===== src/rtl/riscv_id_pipe.sv =====
// RV decode stage: one-deep output register with valid/ready on both sides,
// a per-register busy scoreboard for RAW hazards and writeback forwarding.
module riscv_id_pipe #(
    parameter int XLEN  = 32,
    parameter int NREGS = 32,
    localparam int RW   = $clog2(NREGS)
) (
    input  logic            clk,
    input  logic            rst,
    input  logic            in_valid,
    output logic            in_ready,
    input  logic [31:0]     instruction,
    input  logic [XLEN-1:0] pc,
    output logic [RW-1:0]   rs1_addr,
    output logic [RW-1:0]   rs2_addr,
    input  logic [XLEN-1:0] rs1_data,
    input  logic [XLEN-1:0] rs2_data,
    input  logic            wb_valid,
    input  logic [RW-1:0]   wb_rd,
    input  logic [XLEN-1:0] wb_data,
    output logic            out_valid,
    input  logic            out_ready,
    output logic [RW-1:0]   rd,
    output logic [XLEN-1:0] a,
    output logic [XLEN-1:0] b,
    output logic [XLEN-1:0] c,
    output logic [2:0]      funct3,
    output logic            alt,
    output logic [2:0]      kind,
    output logic            exception
);

    localparam logic [6:0] OPC_OP    = 7'b0110011;
    localparam logic [6:0] OPC_OPIMM = 7'b0010011;
    localparam logic [6:0] OPC_LOAD  = 7'b0000011;
    localparam logic [6:0] OPC_STORE = 7'b0100011;
    localparam logic [6:0] OPC_LUI   = 7'b0110111;
    localparam logic [6:0] OPC_AUIPC = 7'b0010111;
    localparam logic [6:0] OPC_JAL   = 7'b1101111;

    localparam logic [2:0] KIND_ALU   = 3'd0;
    localparam logic [2:0] KIND_LOAD  = 3'd1;
    localparam logic [2:0] KIND_STORE = 3'd2;
    localparam logic [2:0] KIND_JAL   = 3'd3;
    localparam logic [2:0] KIND_NONE  = 3'd7;

    function automatic logic field_bad(input logic [4:0] f);
        return 32'(f) >= 32'(NREGS);
    endfunction

    logic [4:0] rd_field, rs1_field, rs2_field;
    logic is_op, is_opimm, is_load, is_store, is_lui, is_auipc, is_jal;
    logic known, use_rs1, use_rs2, has_rd, illegal;
    logic hit1, hit2, stall, accept;
    logic [XLEN-1:0] rs1v, rs2v, imm_i, imm_s, imm_u, imm_j;
    logic [NREGS-1:1] busy, busy_next;
    logic [NREGS-1:0] busy_all;

    logic [RW-1:0]   d_rd;
    logic [XLEN-1:0] d_a, d_b, d_c;
    logic [2:0]      d_funct3, d_kind;
    logic            d_alt, d_exception;

    assign rd_field  = instruction[11:7];
    assign rs1_field = instruction[19:15];
    assign rs2_field = instruction[24:20];
    assign rs1_addr  = rs1_field[RW-1:0];
    assign rs2_addr  = rs2_field[RW-1:0];

    assign is_op    = instruction[6:0] == OPC_OP;
    assign is_opimm = instruction[6:0] == OPC_OPIMM;
    assign is_load  = instruction[6:0] == OPC_LOAD;
    assign is_store = instruction[6:0] == OPC_STORE;
    assign is_lui   = instruction[6:0] == OPC_LUI;
    assign is_auipc = instruction[6:0] == OPC_AUIPC;
    assign is_jal   = instruction[6:0] == OPC_JAL;

    // Opcode compares already cover instr[1:0]==2'b11; only fields the format uses are range-checked.
    assign known   = is_op | is_opimm | is_load | is_store | is_lui | is_auipc | is_jal;
    assign use_rs1 = is_op | is_opimm | is_load | is_store;
    assign use_rs2 = is_op | is_store;
    assign has_rd  = known & ~is_store;
    assign illegal = ~known
                   | (use_rs1 & field_bad(rs1_field))
                   | (use_rs2 & field_bad(rs2_field))
                   | (has_rd & field_bad(rd_field));

    assign imm_i = XLEN'($signed(instruction[31:20]));
    assign imm_s = XLEN'($signed({instruction[31:25], instruction[11:7]}));
    assign imm_u = XLEN'($signed({instruction[31:12], 12'h000}));
    assign imm_j = XLEN'($signed({instruction[31], instruction[19:12], instruction[20],
                                  instruction[30:21], 1'b0}));

    assign hit1 = wb_valid && (wb_rd == rs1_addr);
    assign hit2 = wb_valid && (wb_rd == rs2_addr);
    assign rs1v = (rs1_addr == '0) ? '0 : (hit1 ? wb_data : rs1_data);
    assign rs2v = (rs2_addr == '0) ? '0 : (hit2 ? wb_data : rs2_data);

    // x0 has no busy bit; a writeback landing this cycle releases the hazard.
    assign busy_all = {busy, 1'b0};
    assign stall    = ~illegal
                    & ((use_rs1 & busy_all[rs1_addr] & ~hit1)
                     | (use_rs2 & busy_all[rs2_addr] & ~hit2));
    assign in_ready = (~out_valid | out_ready) & ~stall;
    assign accept   = in_valid & in_ready;

    always_comb begin
        d_rd        = '0;
        d_a         = '0;
        d_b         = '0;
        d_c         = '0;
        d_funct3    = 3'd0;
        d_alt       = 1'b0;
        d_kind      = KIND_NONE;
        d_exception = 1'b0;
        if (illegal) begin
            d_exception = 1'b1;
        end else begin
            d_kind = KIND_ALU;
            if (has_rd) d_rd = rd_field[RW-1:0];
            if (use_rs1) begin
                d_a      = rs1v;
                d_funct3 = instruction[14:12];
            end
            if (is_op || (is_opimm && instruction[13:12] == 2'b01))
                d_alt = instruction[30];
            if (is_opimm || is_load) d_b = imm_i;
            if (is_op) d_b = rs2v;
            if (is_load) d_kind = KIND_LOAD;
            if (is_store) begin
                d_b    = imm_s;
                d_c    = rs2v;
                d_kind = KIND_STORE;
            end
            if (is_lui) d_b = imm_u;
            if (is_auipc) begin
                d_a = pc;
                d_b = imm_u;
            end
            if (is_jal) begin
                d_a    = pc;
                d_b    = XLEN'(4);
                d_c    = pc + imm_j;
                d_kind = KIND_JAL;
            end
        end
    end

    // A set from this cycle's accept takes priority over a clear from writeback.
    for (genvar gi = 1; gi < NREGS; gi++) begin : g_busy
        assign busy_next[gi] = (accept && d_rd == RW'(gi))
                             | (busy[gi] & ~(wb_valid && wb_rd == RW'(gi)));
    end

    always_ff @(posedge clk or posedge rst) begin
        if (rst) busy <= '0;
        else     busy <= busy_next;
    end

    always_ff @(posedge clk or posedge rst) begin
        if (rst) begin
            out_valid <= 1'b0;
            rd        <= '0;
            a         <= '0;
            b         <= '0;
            c         <= '0;
            funct3    <= 3'd0;
            alt       <= 1'b0;
            kind      <= KIND_NONE;
            exception <= 1'b0;
        end else if (accept) begin
            out_valid <= 1'b1;
            rd        <= d_rd;
            a         <= d_a;
            b         <= d_b;
            c         <= d_c;
            funct3    <= d_funct3;
            alt       <= d_alt;
            kind      <= d_kind;
            exception <= d_exception;
        end else if (out_ready) begin
            out_valid <= 1'b0;
        end
    end

endmodule


===== config.mk =====
export PLATFORM = sky130hd
export DESIGN_NAME = riscv_id_pipe
export DESIGN_NICKNAME = d
export VERILOG_FILES = /design/src/rtl/riscv_id_pipe.sv
export SDC_FILE = /design/constraint.sdc
export NUM_CORES = 1
export LEC_CHECK = 0
export ABC_CLOCK_PERIOD_IN_PS = 10200
export CAP_MARGIN = 20
export CORE_MARGIN = 2
export CORE_UTILIZATION = 52
export DETAILED_ROUTE_END_ITERATION = 10
export PLACE_DENSITY = 0.87
export REMOVE_ABC_BUFFERS = 1
export SLEW_MARGIN = 0
export SYNTH_ARGS = -nofsm -noshare
export SYNTH_HDL_FRONTEND = slang
export SYNTH_SLANG_ARGS = --single-unit

===== constraint.sdc =====
create_clock -name clk -period 10.2 [get_ports clk]
set_clock_uncertainty 0.2 [all_clocks]
set_input_delay 2.04 -clock clk [delete_from_list [all_inputs] [get_ports clk]]
set_output_delay 2.04 -clock clk [all_outputs]
set_load 0.01 [all_outputs]

==> flow_metrics.tcl <==
set metrics [dict create \
    min_period_over_period_pct 73.44 \
    power_switching_uw 532.0 \
    hpwl_mm 25.74 \
    track_usage_pct 35.34 \
    rsz0062_at_grt "no" \
    netlist_area_um2 9713 \
    hold_viol_final 0 \
    tightest_slew_ns 1.031 \
    hold_class "reg2reg" \
    grt_pass1_wl_mm 54.86 \
    setup_viol 0 \
    clockBufferDepth 2 \
    synth_cells 1141 \
    syn_area_per_cell_um2 8.513 \
    synth_top_area_share_pct 35.55 \
    synth-edff-count 0 \
    cts_tree "built" \
    root_buffer "clkbuf_16" \
    p_seq_share_pct 36.3 \
    coreArea_um2 18150 \
    wl_per_cell_um 21.92 \
    p_sw_share_pct 30.26 \
    synth_common_cells "165 x a21oi_1, 154 x nor2_1, 138 x dfrtp_1, 113 x o21ai_0, 75 x mux2i_1" \
    grt-ovfl-total 0 \
    die_area_um2 19790 \
    fin_crit_ns 7.491 \
    cts_buffers 17 \
    cellPowerDensity_nw_per_um2 132.9 \
    ys_warn_count 0 \
    clk_latency_ns 0.43 \
    synth_cell_types 60 \
    drt_iter0_markers 966 \
    final-seq-area_um2 3532 \
    antenna_found_initial 0 \
    synth_top_cell_by_area "dfrtp_1" \
    n_fill_cell 1412 \
    vias_per_cell 6.286 \
    holdBufCountCts 0 \
    clk_pin_slew_ns 0.06 \
    htree_levels 4 \
    p_int_mw 1.226 \
    start_kind "primary input" \
    syn2layout_area_growth_pct 36.20 \
    critPathMaxStageDelay_ns 0.81 \
    fmax_mhz 133.5 \
    cap_violations 0 \
    clkSinkCount 141 \
    grt_pass1_vias 9807 \
    antenna_cells 0 \
    synthTopCellsByArea "dfrtp_1 36%, a21oi_1 8.5%, mux2i_1 7.7%" \
    first_pass_iters 5 \
    criticalPathCategory "in2out" \
    ant_nets 0 \
    worst_ep_arrival_time_ns 5.25 \
    synth-seq-cells 141 \
    end_kind "primary output" \
    drive_gt1_share_pct 5.644 \
    combPwrFrac_pct 27.1 \
    drc 0 \
    die_h_um 140.7 \
    cp.required_ns 7.96 \
    crit_path_cell_trace "clkdlybuf4s50_1, xor2_1, nor4_1, and3_2, buf_4, nor3_1, a211oi_1, clkdlybuf4s50_1" \
    yosysMostFrequentCell "a21oi_1" \
    gp_congestion 0.9873 \
    pin_count 291 \
    nNetsFinal 1570 \
    cpMostUsedCell "clkdlybuf4s50_1" \
    initial_core_util_pct 53.52 \
    cts_setup_buffers 0 \
    vdd_drop_max_uv 129.0 \
    max_slew_margin_pct 31.01 \
    async_flop_share_pct 100.0 \
    fp-row-count 49 \
    final_cells 1611 \
    crit_slowest_cell "clkdlybuf4s50_1" \
    ctsResizeCount 0 \
    grt_max_degree 197 \
    slew_violations 0 \
    power.share.clock_pct 36.6 \
    status "finished clean" \
    wl_mm 35.31 \
    utilization_pct 72.90 \
    p_leak_nw 5.270 \
    synth_ff_type "dfrtp_1" \
    die_w_um 140.7 \
    dp_cells 1578 \
    portBuffers 290 \
    num_vias 10127 \
    multi_input_area_um2 5734 \
    crit_fanout 33 \
    ys_seq_area_share_pct 36.36 \
]
-- layout by cell type (no fill, tap or decap), types with 6 or more instances in the layout --
cell type / n
a211oi_1: 8
a21o_1: 28
a21oi_1: 165
a22oi_1: 17
a31oi_1: 10
buf_4: 10
clkbuf_16: 17
clkdlybuf4s50_1: 290
dfrtp_1: 138
ha_1: 30
inv_1: 18
mux2i_1: 75
mux4_2: 15
nand2_1: 42
nand2b_1: 9
nand3_1: 30
nand4_1: 10
nor2_1: 153
nor2b_1: 11
nor3_1: 23
nor3b_1: 6
o21a_1: 11
o21ai_0: 113
o21ai_1: 9
o221ai_1: 10
o31ai_1: 14
xnor2_1: 18
xor2_1: 16
-- power groups by stage --
stage / registers, mW / clock network (mW) / logic [mW]
after global placement: 0.646 / 0 / 0.463
after floorplan: 0.663 / 0 / 0.211
after CTS: 0.637 / 0.646 / 0.473
after global routing: 0.643 / 0.671 / 0.514
final: 0.638 / 0.643 / 0.477
after detailed placement: 0.646 / 0 / 0.470
-- per-layer routing --
layer	wire, um	global-route usage, %	vias up
met5	0	0	-
met4	1017	12.32	0
met3	3556	8.254	73
met2	16340	57.02	603
met1	14400	47.03	4833
li1	-	-	4618
-- kinds of logic (layout without fill, tap and decap cells) --
logic type               Yosys count  in the layout  synth area share [%]
AO/OA/AOI/OAI                    411            411                 24.78
AND/OR/NAND/NOR                  317            317                 15.02
flip-flops                       141            141                 36.36
buffers and inverters            112            353                 4.908
multiplexers                      95             95                 11.79
XOR/XNOR                          34             34                 3.066
adder cells (fa/ha/maj)           31             31                 4.071
-- cell type report --
| cell class | instances | area share [%] |
|---|---|---|
| multi-input cells | 888 | 43.35 |
| flip-flops and latches | 141 | 26.70 |
| repair buffers | 301 | 22.66 |
| clock buffers | 18 | 3.244 |
| well taps | 229 | 2.166 |
| clock inverters | 14 | 1.277 |
| inverters | 20 | 0.6053 |
-- sequential cells by signal, indices dropped and copies added (netlist names) --
name,flops
busy,31
exception,1
rd,5
alt,1
c,32
out_valid,1
kind,3
a,32
b,32
funct3,3
-- worst paths after layout --
check / from / end / slack, ns / cells past startpoint
worst max-delay path: instruction[21] / in_ready / 2.71 / 8
worst min-delay path: b[15]$_DFFE_PP0P_ / b[15]$_DFFE_PP0P_ / 0.27 / 1
worst max register to register: busy[7]$_DFF_PP0_ / busy[10]$_DFF_PP0_ / 6.27 / 9
worst min register to register: b[15]$_DFFE_PP0P_ / b[15]$_DFFE_PP0P_ / 0.27 / 1
max in group asynchronous: rst / busy[3]$_DFF_PP0_ / 6.57 / 3
min in group asynchronous: rst / a[13]$_DFFE_PP0P_ / 1.91 / 2
-- critical path, delay by kind of cell --
kind,cells,cell delay [ns]
xor+xnor,1,0.30
simple gates,3,0.63
buf+inv,3,1.94
compound gates,1,0.32
-- per-stage QoR --
| step | TNS [ns] | power [mW] | area [um^2] | worst slack (ns) | hold WS [ns] |
|---|---|---|---|---|---|
| floorplan | -3.942 | 0.8746 | 9311 | -0.4462 | 0.2821 |
| global placement | 0 | 1.109 | 12620 | 2.811 | 0.2584 |
| detailed placement | 0 | 1.116 | 12620 | 2.754 | 0.2680 |
| CTS | 0 | 1.756 | 13220 | 2.758 | 0.2782 |
| global route | 0 | 1.828 | 13230 | 2.597 | 0.3002 |
| finish | 0 | 1.758 | 13230 | 2.709 | 0.2735 |
(Power assumes the default switching activity.)
==> RTL change 1 (same flow settings) <==
The parameter `XLEN` goes from 32 to 16.
--- a/src/rtl/riscv_id_pipe.sv
+++ b/src/rtl/riscv_id_pipe.sv
@@ -2,5 +2,5 @@
 // a per-register busy scoreboard for RAW hazards and writeback forwarding.
 module riscv_id_pipe #(
-    parameter int XLEN  = 32,
+    parameter int XLEN  = 16,
     parameter int NREGS = 32,
     localparam int RW   = $clog2(NREGS)
Ports: changed (7 resized); port bits go from 291 to 179. The function was not compared with the original's and may differ.
==> RTL change 1 against the original RTL <==
- sequential cell count down 48
- total power decreased by 47%
- cell count decreased by 39%
- area after synthesis down 37%
- count of clock-buffer cells in the layout decreased by 9
- highest routed layer unchanged
- worst setup slack lost 61 ps
- wire length is 41% lower
- design area decreased by 38%
- sequential share of layout area up 1.7 points
- first-iteration DRC count fell by 43%
- register-to-register slack better by 280 ps
- critical path type unchanged
==> RTL change 1: results <==
set metrics [dict create \
    grt_max_degree 83 \
    layout-drive-gt1-share_pct 6.59 \
    crit_path_max_incr_delay_ps 1010 \
    synth_compound_area_share_pct 22.4 \
    wl_per_cell_um 21.3 \
    postSynthCellCount 687 \
    dr_total_vias 6217 \
    yosysWarnings 0 \
    ys_seq_area_share_pct 38.1 \
    portBuffers 178 \
    antenna_found_initial 0 \
    grt_pass1_wl_um 32300 \
    synthTopCellsByArea "dfrtp_1 37%, o21ai_0 9.3%, mux2i_1 6.5%" \
    placed_cells 959 \
    place_ws_ps 2310 \
    grt_usage_pct 32.6 \
    synth_mux_area_share_pct 12.4 \
    clk_pin_slew_ps 70 \
    synthArstFlopShare_pct 100 \
    met3_usage_pct 5.72 \
    relSlewSlack_pct 36.2 \
    ys_types 65 \
    postCtsSetupRepairBufs 0 \
    cp-startpoint "instruction[20]" \
    synth_fa_ha_area_share_pct 3.19 \
    hpwl_um 15400 \
    crit_arrival_ps 5310 \
    outcome "completed" \
    peakVddDrop_mv 0.0828 \
    largest_reg_flops 31 \
    critPathCapture "in_ready" \
    rr_worst_depth 8 \
    critPathTopFamily "buffers and inverters" \
    yosys-top-cells-count "114 x o21ai_0, 90 x dfrtp_1, 87 x nand2_1, 40 x mux2i_1, 39 x nor2_1" \
    worst-path-max-fanout 15 \
    leakagePower_nw 3.22 \
    gp_congestion 1.02 \
    clk_latency_ps 350 \
    drt-pass1-iter-count 7 \
    first_global_vias 6022 \
    hp-class "reg -> reg" \
    r2r-start "busy[21]" \
    timing.rr.end "exception" \
    final_cells 977 \
    postPlaceCellArea_sq_um 7860 \
    met1_usage_pct 41.9 \
    cp_slowest_cell "clkdlybuf4s50_1" \
    fmax_mhz 132 \
    numCtsBuffers 9 \
    drt_iter0_drc 549 \
    nNetsFinal 950 \
    synth_xor_area_share_pct 2.58 \
    htree_levels 3 \
    gr-usage-met2_pct 55.1 \
    cts-root-buf "clkbuf_16" \
    reg2reg_slack_ps 6550 \
    nFillCells 897 \
]
-- RTL change 1: area by class of cell --
cell class                 instances  area [sq um]  share of cell area, %
clock buffer                       9           225                   2.75
clock inverter                     7          66.3                  0.809
multi-input combinational        525          3460                   42.2
tap                              143           179                   2.18
timing repair buffer             187          1890                   23.1
sequential                        93          2330                   28.4
inverter                          13          50.0                  0.610
-- RTL change 1: per-layer routing --
| metal | share of wire, % | vias to the layer above | wire [um] |
|---|---|---|---|
| li1 | - | 2807 | - |
| met1 | 40 | 3028 | 8300 |
| met2 | 50 | 332 | 10300 |
| met3 | 7.6 | 50 | 1580 |
| met4 | 2.9 | 0 | 601 |
| met5 | 0 | - | 0 |
-- RTL change 1: worst min-delay path by stage --
stage	startpoint	end	slack [ps]	depth (start not counted)
final	c[6]	c[6]	280	2
after detailed placement	c[6]	c[6]	270	2
after CTS	c[6]	c[6]	280	2
after floorplan	busy[6]	busy[6]	280	2
after global placement	exception	exception	260	1
after global routing	b[12]	b[12]	300	2
-- RTL change 1: per-stage QoR --
| step | util, % | power [W] |
|---|---|---|
| final | 71.5 | 0.000930 |
| after CTS | 71.0 | 0.000931 |
| after floorplan | - | 0.000488 |
| after detailed placement | 68.5 | 0.000597 |
| after global routing | 71.5 | 0.000966 |
| after global placement | 68.4 | 0.000594 |
-- RTL change 1: worst register-to-register path, delay by kind of cell, from the launching register on --
family / cells / cell delay, ps
buffers and inverters: 1 / 470
and+or+nand+nor: 2 / 1300
DFF: 1 / 420
AOI/OAI and AO/OA: 2 / 430
muxes: 3 / 790
-- RTL change 1: where the power goes --
| part | leakage [nW] | internal, W | switching, W |
|---|---|---|---|
| Sequential | 1.27 | 0.000382 | 0.00000989 |
| Combinational | 1.80 | 0.0000983 | 0.000106 |
| Clock | 0.145 | 0.000189 | 0.000145 |
==> RTL change 2 (same flow settings) <==
Without the edit above. Reset style: synchronous (`rst`), changed in 2 clocked blocks.
--- a/src/rtl/riscv_id_pipe.sv
+++ b/src/rtl/riscv_id_pipe.sv
@@ -153,10 +153,10 @@
     end
 
-    always_ff @(posedge clk or posedge rst) begin
+    always_ff @(posedge clk) begin
         if (rst) busy <= '0;
         else     busy <= busy_next;
     end
 
-    always_ff @(posedge clk or posedge rst) begin
+    always_ff @(posedge clk) begin
         if (rst) begin
             out_valid <= 1'b0;
Check against the original RTL: not equivalent (Yosys sat finds a counterexample within 4 cycles, from zero or initial values and one cycle with rst high; the reset may be asserted at any time).
==> RTL change 2 against the original RTL <==
- critical path depth down 1
- critical path type unchanged
- largest cell class unchanged
- area after synthesis up 0.94%
- largest power group unchanged
- worst setup slack better by 330 ps
- design area up 0.25%
- hold slack worse by 16 ps
- total power down 3.2%
- sequential cell count unchanged
- wire length up 3.5%
==> RTL change 2: results <==
set metrics [dict create \
    cts_resized 0 \
    ys.flop_type "dfxtp_1" \
    hpwl_um 26300 \
    place_ws_ps 3060 \
    worstHoldPathCells 2 \
    grt_pass1_wl_um 56000 \
    worst-path-max-fanout 15 \
    antenna_found_initial 1 \
    hp-start "rd[0]" \
    gp_congestion 0.969 \
    postPlaceCellArea_sq_um 12600 \
    postSynthCellCount 1189 \
    outcome "completed" \
    worst_slew_pin_slew_ps 1130 \
    yosys-top-cells-count "164 x nor2_1, 141 x dfxtp_1, 109 x a21oi_1, 89 x o21ai_0, 80 x mux2i_1" \
    grt_usage_pct 35.7 \
    route.final.wire_length_um 36600 \
    synthTopCellsByArea "dfxtp_1 29%, mux2i_1 8.2%, nor2_1 6.3%" \
    dr_total_vias 10700 \
    first_global_vias 10200 \
    placed_cells 1621 \
    synth_top_area_share_pct 28.8 \
    r2r-start "busy[9]" \
    cp-startpoint "instruction[15]" \
    leakagePower_nw 4.62 \
    drt-pass1-iter-count 8 \
    synthArstFlopShare_pct 0 \
    reg2reg_slack_ps 6030 \
    drt_iter0_drc 966 \
    layout-drive-gt1-share_pct 10.1 \
    wl_per_cell_um 22.1 \
    htree_levels 4 \
    rr_worst_depth 8 \
    synth_xor_area_share_pct 2.41 \
    synth_compound_area_share_pct 27.4 \
    grt_max_degree 120 \
    switchingPower_w 0.000494 \
    synth_fa_ha_area_share_pct 4.03 \
]
RTL change 2: cell count changes after synthesis, sizes merged, moves of 10 or more:
cell / change
nand3: +20
a21oi: -51
a211oi: +45
dfxtp: +141
dfrtp: -138
nor3: +25
a221oi: +24
a21o: -13
o22ai: +11
nand2: +15
o21ai: -31
nor2: +10
a22oi: -15
RTL change 2: logic make-up (layout without fill, tap and decap cells):
family | count (synthesis) | after routing
fa+ha+maj | 31 | 31
xor+xnor | 27 | 27
buf+inv | 121 | 353
compound gates | 383 | 383
flops | 141 | 141
simple gates | 390 | 390
mux | 96 | 96
RTL change 2: final timing paths:
kind,end
min,rd[0]
max,in_ready
min reg2reg,rd[0]
max reg2reg,b[16]
RTL change 2: final cells by class:
class | instances | area (sq um)
clock inverters | 14 | 228
clock buffers | 18 | 439
fillers | 1485 | 5320
well taps | 234 | 293
multi-input cells | 927 | 6380
repair buffers | 302 | 3030
inverters | 19 | 72.6
flip-flops and latches | 141 | 2820
RTL change 2: critical path, stage by stage:
cell and delay (ps):
clkdlybuf4s50_1 1040, mux2i_1 160, mux4_2 490, mux4_2 480, nor3_2 150, nor2_1 70, clkdlybuf4s50_1 480
RTL change 2: metrics by stage:
stage	hold WS, ps	total power, W
floorplan	249	0.000795
global placement	239	0.000988
detailed placement	243	0.000995
CTS	262	0.00170
global route	288	0.00176
finish	258	0.00170
RTL change 2: metal layers:
| layer | wire length [um] | share of wire (%) | GRT usage (%) | vias up |
|---|---|---|---|---|
| met5 | 12 | 0.033 | 0 | - |
| met4 | 1120 | 3.1 | 12.7 | 2 |
| met3 | 3900 | 11 | 9.55 | 92 |
| met2 | 17200 | 47 | 58.7 | 659 |
| met1 | 14300 | 39 | 45.3 | 5085 |
| li1 | - | - | - | 4865 |
RTL change 2: power by group through the flow:
| stage | Combinational (W) | Sequential (W) | Clock [W] |
|---|---|---|---|
| 3_3_place_gp | 0.000391 | 0.000597 | 0 |
| 6_report | 0.000406 | 0.000586 | 0.000710 |
| 2_1_floorplan | 0.000188 | 0.000607 | 0 |
| 5_1_grt | 0.000433 | 0.000588 | 0.000735 |
| 3_5_place_dp | 0.000397 | 0.000598 | 0 |
| 4_1_cts | 0.000400 | 0.000586 | 0.000710 |
